File: src/rtl/uart_tx_serializer.sv
// UART transmit datapath: loads a parallel frame, shifts it out LSB first under
// control of an external TX FSM, and registers the selected line value onto TX_OUT.
module uart_tx_serializer #(
    parameter int FRAME_WIDTH = 8
) (
    input  logic                   clk,
    input  logic                   reset,
    input  logic [FRAME_WIDTH-1:0] P_DATA,
    input  logic                   Data_Valid,
    input  logic                   PAR_TYP,
    input  logic                   ser_en,
    input  logic [1:0]             mux_sel,
    output logic                   ser_done,
    output logic                   ser_data,
    output logic                   par_bit,
    output logic                   TX_OUT
);

    localparam int CNT_W = (FRAME_WIDTH > 1) ? $clog2(FRAME_WIDTH) : 1;
    localparam logic [CNT_W-1:0] LAST_BIT = CNT_W'(FRAME_WIDTH - 1);

    typedef enum logic [1:0] {
        SEL_STOP   = 2'd0,
        SEL_START  = 2'd1,
        SEL_DATA   = 2'd2,
        SEL_PARITY = 2'd3
    } line_sel_e;

    line_sel_e              sel;
    logic [FRAME_WIDTH-1:0] shift_q, shift_d;
    logic [CNT_W-1:0]       cnt_q, cnt_d;
    logic                   par_q, par_d;
    logic                   tx_q, tx_d;
    logic                   load, shift, last_bit;

    assign sel = line_sel_e'(mux_sel);

    always_comb begin
        load     = Data_Valid && (sel == SEL_STOP);
        shift    = ser_en && (sel == SEL_DATA);
        last_bit = shift && (cnt_q == LAST_BIT);
    end

    // Gated by reset so both read 0 during reset even for a one-bit frame.
    assign ser_done = reset & last_bit;
    assign ser_data = reset & shift_q[0];
    assign par_bit  = par_q;
    assign TX_OUT   = tx_q;

    always_comb begin
        shift_d = shift_q;
        cnt_d   = cnt_q;
        par_d   = par_q;
        if (load) begin
            shift_d = P_DATA;
            cnt_d   = '0;
            par_d   = (^P_DATA) ^ PAR_TYP;
        end else if (shift) begin
            shift_d = shift_q >> 1;
            cnt_d   = last_bit ? '0 : cnt_q + CNT_W'(1);
        end
    end

    always_comb begin
        tx_d = 1'b1;
        unique case (sel)
            SEL_STOP:   tx_d = 1'b1;
            SEL_START:  tx_d = 1'b0;
            SEL_DATA:   tx_d = shift_q[0];
            SEL_PARITY: tx_d = par_q;
            default:    tx_d = 1'b1;
        endcase
    end

    always_ff @(posedge clk or negedge reset) begin
        if (!reset) begin
            shift_q <= '0;
            cnt_q   <= '0;
            par_q   <= 1'b0;
            tx_q    <= 1'b1;
        end else begin
            shift_q <= shift_d;
            cnt_q   <= cnt_d;
            par_q   <= par_d;
            tx_q    <= tx_d;
        end
    end

endmodule

File: config.mk
export PLATFORM = sky130hd
export DESIGN_NAME = uart_tx_serializer
export DESIGN_NICKNAME = d
export VERILOG_FILES = /design/src/rtl/uart_tx_serializer.sv
export SDC_FILE = /design/constraint.sdc
export NUM_CORES = 1
export LEC_CHECK = 0
export BUFFER_PORTS_ARGS = -buffer_cell sky130_fd_sc_hd__buf_2
export CAP_MARGIN = 20
export CORE_MARGIN = 5
export CORE_UTILIZATION = 40
export CTS_CLUSTER_DIAMETER = 120
export DETAILED_ROUTE_END_ITERATION = 8
export GPL_TIMING_DRIVEN = 0
export PLACE_DENSITY = 0.74
export SKIP_CTS_REPAIR_TIMING = 1
export SLEW_MARGIN = 10
export SYNTH_ARGS = -nofsm -noshare
export SYNTH_HDL_FRONTEND = slang
export SYNTH_SLANG_ARGS = --single-unit
File: constraint.sdc
create_clock -name clk -period 1.3 [get_ports clk]
set_input_delay 0.065 -clock clk [delete_from_list [all_inputs] [get_ports clk]]
set_output_delay 0.065 -clock clk [all_outputs]
set_load 0.01 [all_outputs]
Word-level counts from Yosys, hierarchy flattened
Index checks and enable logic that the tools add are counted.
Operators by class
  multiplexer cells: 6
  multiply operators: 0
  bitwise logic cells: 3
  reductions and logical operators: 6
  div/mod/pow operators: 0
  $add $sub $neg: 1
  shifts and indexed selects: 0
  equal/unequal tests: 4
  $lt $le $gt $ge: 0
Operators by type and width (count)
  $mux W8: 2
  $mux W3: 3
  $reduce_xor A8 Y1: 1
  $eq A2 B2 Y1 const B: 2
  $pmux W1 S4: 1
  $add A3 B1 Y3 const B: 1
  $eq A3 B3 Y1 const B: 1
  $logic_and A1 B1 Y1: 3
  $and A1 B1 Y1: 2
  $eq A2 B1 Y1 const B: 1
  $logic_not A2 Y1: 1
  $reduce_bool A2 Y1: 1
  $xor A1 B1 Y1: 1
Storage, ports and cells
  bits in latches: 0
  memory bits (writable): 0
  memories kept: 0
  output and inout bits: 4
  register bits: 13
  bits in read-only memories: 0

Depth between registers and ports, before layout
Gate-level depths: netlist (run 1).
  word-level depth: 6
  gate-level depth with buffers: 5

Worst setup path after synthesis (run 1)
Ideal clock, no wire load.
  kind: reg2reg
  from: register cnt_q[0]
  to: register cnt_q[0]
  buffers on the path: 0
  data arrival time: 1.039 ns
  stages on the path, launching flop included: 6
  slack: 0.190 ns
  library setup time: 0.071 ns
  required time: 1.229 ns
  cell sequence: dfrtp_1 -> ha_1 -> ha_1 -> nor3_1 -> a21oi_1 -> nor2_1
Between the ends
  cells in the longest elaborated chain, start to end: 5
Ends and longest elaborated chain
  start: declaration: line 31  | logic [CNT_W-1:0] cnt_q, cnt_d;
  start signal: assignment: line 83  | cnt_q <= cnt_d;
  parallel branches: the longest is 2 deep, another holds $add A3 B1 Y3
  $mux W3 *: line 60  | cnt_d = last_bit ? '0 : cnt_q + CNT_W'(1);
  $mux W3 *: line 58  | end else if (shift) begin
  $mux W3 *: line 54  | if (load) begin
Every way passes the cells marked *. The select of a mux whose other input is x is not followed.
A chain may end at the register's enable or synchronous reset.

Worst setup path in the final report (run 1)
  from: register cnt_q[0]
  to: output port ser_done
Between the ends
  cells in the longest elaborated chain, start to end: 3
Ends and longest elaborated chain
  $eq A3 B3 Y1: line 41  | last_bit = shift && (cnt_q == LAST_BIT);
  $logic_and A1 B1 Y1: line 41
  $and A1 B1 Y1: line 45  | assign ser_done = reset & last_bit;
  end: declaration: line 13  | output logic ser_done,
No other way between the ends.

==> impl_metrics.py, run 1 <==
metrics = {
    "global_route": {
        "grt_max_degree": 16,
        "grtUsageTotal": 0.119,
        "wire_length_of_the_first_global_routing_pass_mm": 2.35,
        "grt.overflow.total": 0,
        "number_of_antenna_violations_at_the_first_check_in_global_routing": 0,
        "first_global_vias": 554,
    },
    "die": {
        "die_ar_um2": 2710,
        "boundaryPins": 19,
        "row_count": 15,
        "initial_cell_density_of_the_core": 0.414,
        "core-area_um2": 1710,
        "die_width_um": 52.0,
        "dieHeight_um": 52.0,
    },
    "synth": {
        "yosys.cell_types.count": 23,
        "netlist_area_um2": 707,
        "synth.net_count": 82,
        "synthCells": 65,
        "seq_area_frac_synth": 0.462,
        "synthesis.area_per_instance_um2": 10.9,
        "synth-seq-cells": 13,
        "synthesis_warning_total": 0,
    },
    "sta": {
        "tightest_pin_transition_ns": 0.580,
        "finalWorstSetupSlack_ns": -0.0557,
        "period_minus_slack_ns": 1.36,
        "number_of_endpoints_failing_setup_at_the_final_stage": 1,
        "unrepaired_setup_endpoints_after_global_routing": "true",
        "timing.slew.headroom": 0.612,
        "slew_viol_final": 0,
        "skew_ns": 0.00383,
        "min_period_over_period": 1.04,
        "max_freq_mhz": 738,
        "total_neg_setup_slack_ns": -0.0557,
        "report.final.hold_viol_count": 0,
        "fin_worst_hold_slack_ns": 0.0149,
    },
    "clock_network": {
        "clk_root_buffer_cell": "sky130_fd_sc_hd__clkbuf_4",
        "htreeDepth": 1,
        "worst_skew_pair.late_latency_ns": 0.27,
        "cts_tree": "yes",
        "clk_transition_reported_paths_ns": 0.08,
        "numClockSinks": 13,
        "number_of_buffers_added_by_the_clock_tree_synthesis_step": 3,
        "clockBufferDepth": 2,
    },
    "finish": {
        "insertedDiodeCount": 0,
        "num-fill-cells": 161,
        "syn_to_final_growth_pct": 28.1,
        "drive_gt1_frac": 0.356,
        "multi_input_combinational_cell_area_um2": 388,
        "sequential_cell_area_um2": 327,
        "finalNetCount": 108,
        "final_cell_area_um2": 906,
    },
    "detailed_routing": {
        "drt-initial-drc-count": 8,
        "via_count": 551,
        "vias_per_cell": 4.79,
        "post-route-drc-count": 0,
        "drtPass1Iterations": 4,
        "wl_per_cell_um": 12.3,
        "postRouteWirelength_mm": 1.42,
        "route.antenna.remaining_nets": 0,
    },
    "worst_setup_path": {
        "worstSetupEndpointType": "primary output",
        "timing.critical_path.from_type": "flip-flop",
        "timing.setup.critical_path_class": "flip-flop to primary output",
        "crit_path_max_fanout": 3,
        "crit_arrival_ns": 1.29,
        "worst_ep_required_time_ns": 1.24,
    },
    "power": {
        "power.leakage_nw": 0.415,
        "power_density_nw_per_um2": 1230,
        "p_clk_frac": 0.220,
        "relative_contribution_of_combinational_cells_to_total_power": 0.283,
        "seq_power_share": 0.498,
        "swShare": 0.289,
        "internal_power_uw": 792,
        "netSwitchingPower_uw": 322,
        "vdd_ir_drop_max_uv": 863,
    },
    "placement": {
        "dp_hpwl_mm": 1.05,
        "numPortBuffers": 18,
        "finalWeightedCongestion": 0.715,
        "placedInstanceArea_um2": 828,
    },
    "status": {
        "violations_in_the_final_reports": "setup timing",
        "result_of_the_run": "finished with violations",
    },
    "min_path": {
        "hold_path_class": "input pin to flip-flop",
    },
    "job": {
        "drv_cap": 0,
    },
}
[routing by layer]
| metal | routed length [um] | track usage |
|---|---|---|
| met1 | 616 | 0.148 |
| met2 | 700 | 0.186 |
| met3 | 85 | 0.0458 |
| met4 | 14 | 0.0393 |
| met5 | 0 | 0 |
[layout by cell type, fill, tap and decap left out, types with 2 or more instances in the layout]
cell type and n:
sky130_fd_sc_hd__buf_2 18, sky130_fd_sc_hd__nand2_1 11, sky130_fd_sc_hd__clkbuf_4 3, sky130_fd_sc_hd__a21oi_1 4, sky130_fd_sc_hd__mux2i_1 7, sky130_fd_sc_hd__buf_4 3
sky130_fd_sc_hd__dfrtp_1 12, sky130_fd_sc_hd__xnor2_1 5, sky130_fd_sc_hd__o21ai_0 7, sky130_fd_sc_hd__nand3b_1 2
[metrics by stage]
| stage | utilization | setup slack [ns] | cells | power (mW) |
|---|---|---|---|---|
| after floorplan | - | 0.190 | 65 | 0.746 |
| after global placement | 0.485 | 0.0286 | 108 | 0.841 |
| after detailed placement | 0.485 | 0.0158 | 108 | 0.855 |
| after CTS | 0.500 | -0.156 | 112 | 1.10 |
| after global routing | 0.530 | -0.0988 | 115 | 1.21 |
| final | 0.530 | -0.0557 | 115 | 1.11 |
[flip-flops by register name, summed over array words and instances (netlist names)]
name     flops
par_bit      1
cnt_q        3
TX_OUT       1
shift_q      8
[final timing paths]
check                           slack (ns)          to       start  depth (start not counted)
worst max-delay path                 -0.06    ser_done    cnt_q[0]                          4
worst min-delay path                  0.01      TX_OUT  mux_sel[0]                          2
worst max register to register        0.15    cnt_q[0]    cnt_q[0]                          5
worst min register to register        0.49  shift_q[1]  shift_q[1]                          2
max in group asynchronous             0.57  shift_q[3]       reset                          2
min in group asynchronous             0.35    cnt_q[2]       reset                          2
[area by class of cell]
type,instances,area share
Buffer,2,0.0138
Clock buffer,4,0.0290
Multi-Input combinational cell,50,0.428
Sequential cell,13,0.360
Tap cell,25,0.0345
Timing Repair Buffer,21,0.134
[critical path, cell delays in order (launching register included)]
cell and delay (ns):
sky130_fd_sc_hd__dfrtp_1 0.40, sky130_fd_sc_hd__ha_2 0.20, sky130_fd_sc_hd__ha_4 0.16, sky130_fd_sc_hd__and3_4 0.14, sky130_fd_sc_hd__buf_6 0.11
[synth_stat cells, drive strengths merged]
cell,instances,area [um2]
ha,2,25.0
xnor3,1,22.5
nand2,11,41.3
nor3b,2,26.3
a21oi,4,20.0
and2,1,6.26
buf,2,12.5
dfrtp,12,300
dfstp,1,26.3
xnor2,5,43.8
and3,1,6.26
mux2i,7,70.1
nand3b,2,15.0
mux2,1,15.0
nor3,1,5.00
and3b,1,8.76
nor2,2,10.0
o21ai,7,35.0
a22o,1,8.76
xor2,1,8.76
[power by group through the flow]
stage	Combinational [mW]	Sequential [mW]	Clock (mW)
2_1_floorplan	0.185	0.561	0
3_3_place_gp	0.282	0.558	0
3_5_place_dp	0.293	0.562	0
4_1_cts	0.292	0.555	0.256
5_1_grt	0.359	0.570	0.284
6_report	0.315	0.554	0.245
[cell families after synthesis]
family / Yosys count / synth area share
xor+xnor: 7 / 0.106
flops: 13 / 0.462
mux: 8 / 0.120
compound gates: 12 / 0.0903
buf+inv: 2 / 0.0177
simple gates: 21 / 0.168
fa+ha+maj: 2 / 0.0354
(Power assumes the default switching activity.)
==> run 2: changes to the inputs <==
--- a/config.mk
+++ b/config.mk
@@ -11,7 +11,6 @@
 export CORE_UTILIZATION = 40
 export CTS_CLUSTER_DIAMETER = 120
 export DETAILED_ROUTE_END_ITERATION = 8
-export GPL_TIMING_DRIVEN = 0
 export PLACE_DENSITY = 0.74
 export SKIP_CTS_REPAIR_TIMING = 1
 export SLEW_MARGIN = 10
==> impl_metrics.py, run 2 (synthesis gave the netlist of run 1 again) <==
metrics = {
    "power": {
        "power.leakage_nw": 0.416,
        "relative_contribution_of_combinational_cells_to_total_power": 0.269,
        "seq_power_share": 0.504,
        "p_clk_frac": 0.227,
        "vdd_ir_drop_max_uv": 752,
        "internal_power_uw": 782,
        "power_density_nw_per_um2": 1220,
        "swShare": 0.295,
        "netSwitchingPower_uw": 327,
    },
    "sta": {
        "slew_viol_final": 0,
        "fin_worst_hold_slack_ns": 0.0321,
        "skew_ns": 0.00614,
        "total_neg_setup_slack_ns": -0.0505,
        "report.final.hold_viol_count": 0,
        "number_of_endpoints_failing_setup_at_the_final_stage": 1,
        "min_period_over_period": 1.04,
        "finalWorstSetupSlack_ns": -0.0505,
        "max_freq_mhz": 740,
        "period_minus_slack_ns": 1.35,
        "unrepaired_setup_endpoints_after_global_routing": "true",
        "timing.slew.headroom": 0.834,
        "tightest_pin_transition_ns": 0.248,
    },
    "die": {
        "core-area_um2": 1710,
        "dieHeight_um": 52.0,
        "initial_cell_density_of_the_core": 0.414,
        "die_width_um": 52.0,
        "row_count": 15,
        "boundaryPins": 19,
        "die_ar_um2": 2710,
    },
    "job": {
        "drv_cap": 0,
    },
    "clock_network": {
        "numClockSinks": 13,
        "htreeDepth": 1,
        "clk_transition_reported_paths_ns": 0.08,
        "cts_tree": "yes",
        "clk_root_buffer_cell": "sky130_fd_sc_hd__clkbuf_4",
        "clockBufferDepth": 2,
        "worst_skew_pair.late_latency_ns": 0.27,
        "number_of_buffers_added_by_the_clock_tree_synthesis_step": 3,
    },
    "detailed_routing": {
        "post-route-drc-count": 0,
        "vias_per_cell": 4.66,
        "postRouteWirelength_mm": 1.35,
        "route.antenna.remaining_nets": 0,
        "drtPass1Iterations": 2,
        "via_count": 536,
        "drt-initial-drc-count": 5,
        "wl_per_cell_um": 11.7,
    },
    "global_route": {
        "grt.overflow.total": 0,
        "grtUsageTotal": 0.117,
        "first_global_vias": 510,
        "grt_max_degree": 16,
        "number_of_antenna_violations_at_the_first_check_in_global_routing": 0,
        "wire_length_of_the_first_global_routing_pass_mm": 2.26,
    },
    "finish": {
        "syn_to_final_growth_pct": 28.5,
        "regMostFlops": "shift_q",
        "layout.core_utilization": 0.532,
        "largest_register_ff_count": 8,
        "final_cell_area_um2": 908,
        "insertedDiodeCount": 0,
        "finalNetCount": 108,
        "top_regs": "shift_q x8, cnt_q x3",
        "mostFrequentLayoutCells": "sky130_fd_sc_hd__buf_2, sky130_fd_sc_hd__dfrtp_1, sky130_fd_sc_hd__nand2_1, sky130_fd_sc_hd__mux2i_1, sky130_fd_sc_hd__o21ai_0",
        "drive_gt1_frac": 0.356,
        "mostFrequentLayoutCell": "sky130_fd_sc_hd__buf_2",
    },
    "status": {
        "violations_in_the_final_reports": "setup timing",
        "result_of_the_run": "finished with violations",
    },
    "placement": {
        "numPortBuffers": 18,
        "placedInstanceArea_um2": 846,
        "finalWeightedCongestion": 0.776,
        "dp_hpwl_mm": 1.10,
    },
    "worst_setup_path": {
        "reg2reg_depth": 5,
        "r2r_start": "cnt_q[0]",
        "crit_path_max_fanout": 3,
        "timing.critical_path.from": "cnt_q[0]",
        "crit_arrival_ns": 1.29,
        "crit_chain": "ha_2 -> ha_4 -> and3_4 -> buf_6",
        "timing.setup.critical_path_class": "flip-flop to primary output",
        "slowest_delay_ns": 0.40,
        "critical-path-slowest-cell": "sky130_fd_sc_hd__dfrtp_1",
        "worstReg2RegEnd": "cnt_q[0]",
        "worstSetupEndpointType": "primary output",
        "endpoint": "ser_done",
        "reg2reg_setup_slack_ns": 0.15,
        "worst_ep_required_time_ns": 1.24,
        "timing.critical_path.from_type": "flip-flop",
    },
    "min_path": {
        "hold_path_class": "input pin to flip-flop",
    },
}
-- run 2: per-layer routing --
layer  GRT usage  wire length, um  vias to the layer above
met5           0                0                        -
met4      0.0655               27                        0
met3      0.0344               57                        4
met2       0.176              646                       14
met1       0.148              616                      241
li1            -                -                      277
-- run 2: worst min-delay path by stage --
stage	from	to	slack, ns	cells past startpoint
after floorplan	reset	cnt_q[0]	-0.23	0
after global placement	reset	cnt_q[2]	-0.09	1
after detailed placement	reset	cnt_q[2]	-0.08	1
after CTS	reset	cnt_q[2]	-0.39	1
after global routing	mux_sel[0]	TX_OUT	0.03	2
final	mux_sel[0]	TX_OUT	0.03	2
-- run 2: final cells by class --
type / instances / area (um2)
well taps: 25 / 31.3
multi-input cells: 50 / 388
fillers: 148 / 800
flip-flops and latches: 13 / 327
repair buffers: 23 / 136
clock buffers: 4 / 26.3
-- run 2: power groups by stage --
| stage | registers [mW] | clock network [mW] | logic [mW] |
|---|---|---|---|
| 2_1_floorplan | 0.561 | 0 | 0.185 |
| 3_3_place_gp | 0.562 | 0 | 0.286 |
| 4_1_cts | 0.558 | 0.262 | 0.296 |
| 6_report | 0.559 | 0.252 | 0.299 |
| 3_5_place_dp | 0.567 | 0 | 0.296 |
| 5_1_grt | 0.575 | 0.283 | 0.335 |
-- run 2: metrics by stage --
step / power, mW / setup slack, ns / instances
after detailed placement: 0.863 / 0.0166 / 110
after global routing: 1.19 / -0.110 / 115
after global placement: 0.848 / 0.0316 / 110
after floorplan: 0.746 / 0.190 / 65
after CTS: 1.12 / -0.126 / 114
final: 1.11 / -0.0505 / 115
-- run 2: worst max-delay path: cells and delay by family (launching register included) --
family / cells / cell delay [ns]
flip-flops: 1 / 0.40
adder cells (fa/ha/maj): 2 / 0.35
AND/OR/NAND/NOR: 1 / 0.14
buffers and inverters: 1 / 0.11
==> run 3: changes to the inputs <==
--- a/config.mk
+++ b/config.mk
@@ -9,9 +9,11 @@
 export CAP_MARGIN = 20
 export CORE_MARGIN = 5
 export CORE_UTILIZATION = 40
+export CTS_BUF_LIST = sky130_fd_sc_hd__clkbuf_2
 export CTS_CLUSTER_DIAMETER = 120
 export DETAILED_ROUTE_END_ITERATION = 8
 export PLACE_DENSITY = 0.74
+export SETUP_SLACK_MARGIN = 0.15
 export SKIP_CTS_REPAIR_TIMING = 1
 export SLEW_MARGIN = 10
 export SYNTH_ARGS = -nofsm -noshare
==> impl_metrics.py, run 3 (synthesis gave the netlist of run 1 again) <==
metrics = {
    "sta": {
        "report.final.hold_viol_count": 0,
        "timing.slew.headroom": 0.772,
        "unrepaired_setup_endpoints_after_global_routing": "true",
        "total_neg_setup_slack_ns": -0.0707,
        "period_minus_slack_ns": 1.37,
        "finalWorstSetupSlack_ns": -0.0707,
        "skew_ns": 0.0189,
        "slew_viol_final": 0,
        "number_of_endpoints_failing_setup_at_the_final_stage": 1,
        "tightest_pin_transition_ns": 0.341,
        "min_period_over_period": 1.05,
        "fin_worst_hold_slack_ns": 0.0401,
        "max_freq_mhz": 730,
    },
    "die": {
        "dieHeight_um": 52.0,
        "core-area_um2": 1710,
        "initial_cell_density_of_the_core": 0.414,
        "die_ar_um2": 2710,
        "row_count": 15,
        "die_width_um": 52.0,
        "boundaryPins": 19,
    },
    "global_route": {
        "wire_length_of_the_first_global_routing_pass_mm": 2.28,
        "grtUsageTotal": 0.115,
        "first_global_vias": 523,
        "grt.overflow.total": 0,
        "grt_max_degree": 16,
        "number_of_antenna_violations_at_the_first_check_in_global_routing": 0,
    },
    "min_path": {
        "hold_path_class": "input pin to flip-flop",
        "worstHoldPathCells": 2,
        "hold_path_startpoint": "mux_sel[0]",
        "timing.hold.worst_endpoint": "TX_OUT",
    },
    "detailed_routing": {
        "vias_per_cell": 4.70,
        "via_count": 540,
        "post-route-drc-count": 0,
        "postRouteWirelength_mm": 1.38,
        "drtPass1Iterations": 3,
        "drt-initial-drc-count": 2,
        "wl_per_cell_um": 12.0,
        "route.antenna.remaining_nets": 0,
    },
    "status": {
        "violations_in_the_final_reports": "setup timing",
        "result_of_the_run": "finished with violations",
    },
    "power": {
        "finalPower_mw": 1.08,
        "power_density_nw_per_um2": 1200,
        "power.leakage_nw": 0.418,
        "vdd_ir_drop_max_uv": 612,
    },
    "worst_setup_path": {
        "worstSetupEndpointType": "primary output",
        "crit_chain": "ha_2 -> ha_4 -> and3_4 -> buf_6",
        "reg2reg_depth": 5,
        "timing.critical_path.from_type": "flip-flop",
        "cp.buffers_inverters": 1,
        "r2r_start": "cnt_q[0]",
        "crit_arrival_ns": 1.31,
        "critical-path-slowest-cell": "sky130_fd_sc_hd__dfrtp_1",
        "timing.critical_path.from": "cnt_q[0]",
        "worst_ep_required_time_ns": 1.24,
        "timing.setup.critical_path_class": "flip-flop to primary output",
        "slowest_delay_ns": 0.43,
        "reg2reg_setup_slack_ns": 0.14,
        "crit_path_max_fanout": 3,
        "path_delay_family": "flip-flops",
        "worstReg2RegEnd": "cnt_q[0]",
    },
    "clock_network": {
        "htreeDepth": 1,
        "worst_skew_pair.late_latency_ns": 0.27,
        "number_of_buffers_added_by_the_clock_tree_synthesis_step": 3,
        "clk_transition_reported_paths_ns": 0.15,
        "numClockSinks": 13,
        "cts_tree": "yes",
        "clockBufferDepth": 2,
        "clk_root_buffer_cell": "sky130_fd_sc_hd__clkbuf_2",
    },
    "finish": {
        "drive_gt1_frac": 0.367,
        "mostFrequentLayoutCells": "sky130_fd_sc_hd__buf_2, sky130_fd_sc_hd__dfrtp_1, sky130_fd_sc_hd__nand2_1, sky130_fd_sc_hd__mux2i_1, sky130_fd_sc_hd__o21ai_0",
        "top_regs": "shift_q x8, cnt_q x3",
        "post_layout_nonfiller_instances": 115,
        "multi_input_combinational_cell_area_um2": 388,
        "mostFrequentLayoutCell": "sky130_fd_sc_hd__buf_2",
        "finalNetCount": 108,
        "layout.core_utilization": 0.528,
        "sequential_cell_area_um2": 327,
        "regMostFlops": "shift_q",
        "largest_register_ff_count": 8,
        "syn_to_final_growth_pct": 27.6,
        "num-fill-cells": 153,
        "insertedDiodeCount": 0,
    },
    "placement": {
        "numPortBuffers": 18,
        "dp_hpwl_mm": 1.10,
        "dp_cells": 110,
        "finalWeightedCongestion": 0.776,
    },
    "job": {
        "drv_cap": 0,
    },
}
run 3: cell types whose count changed in the layout (fill, tap and decap cells not counted):
cell                       change
sky130_fd_sc_hd__clkbuf_4      -3
sky130_fd_sc_hd__clkbuf_2      +4
sky130_fd_sc_hd__clkbuf_1      -1
run 3: how the worst max path moves through the flow:
stage / depth (start not counted) / endpoint / slack, ns
final: 4 / ser_done / -0.07
after global placement: 5 / par_bit / 0.03
after global routing: 4 / ser_done / -0.14
after detailed placement: 5 / par_bit / 0.02
after CTS: 4 / ser_done / -0.14
after floorplan: 5 / cnt_q[0] / 0.19
run 3: per-layer routing:
layer	GRT usage	wire length, um	vias up
met5	0	0	-
met4	0.0524	0	0
met3	0.0258	51	0
met2	0.182	681	10
met1	0.148	646	251
li1	-	-	279
run 3: where the power goes:
part | total (mW) | internal [mW] | switching (mW)
Combinational | 0.301 | 0.163 | 0.137
Clock | 0.218 | 0.0816 | 0.136
Sequential | 0.560 | 0.500 | 0.0600
Total | 1.08 | 0.745 | 0.334
run 3: final cells by class:
cell class	instances	share of cell area
tap	25	0.0347
clock buffer	4	0.0222
multi-input combinational	50	0.430
sequential	13	0.362
timing repair buffer	23	0.151
run 3: metrics by stage:
step | worst slack [ns] | area [um2]
after global placement | 0.0316 | 846
final | -0.0707 | 902
after global routing | -0.141 | 902
after CTS | -0.144 | 866
after detailed placement | 0.0166 | 846
after floorplan | 0.190 | 707
run 3: worst register-to-register path: stages (launching register included):
cell,delay [ns]
sky130_fd_sc_hd__dfrtp_1,0.43
sky130_fd_sc_hd__ha_2,0.19
sky130_fd_sc_hd__ha_4,0.16
sky130_fd_sc_hd__nor3_1,0.19
sky130_fd_sc_hd__a21oi_1,0.06
sky130_fd_sc_hd__nor2_1,0.08
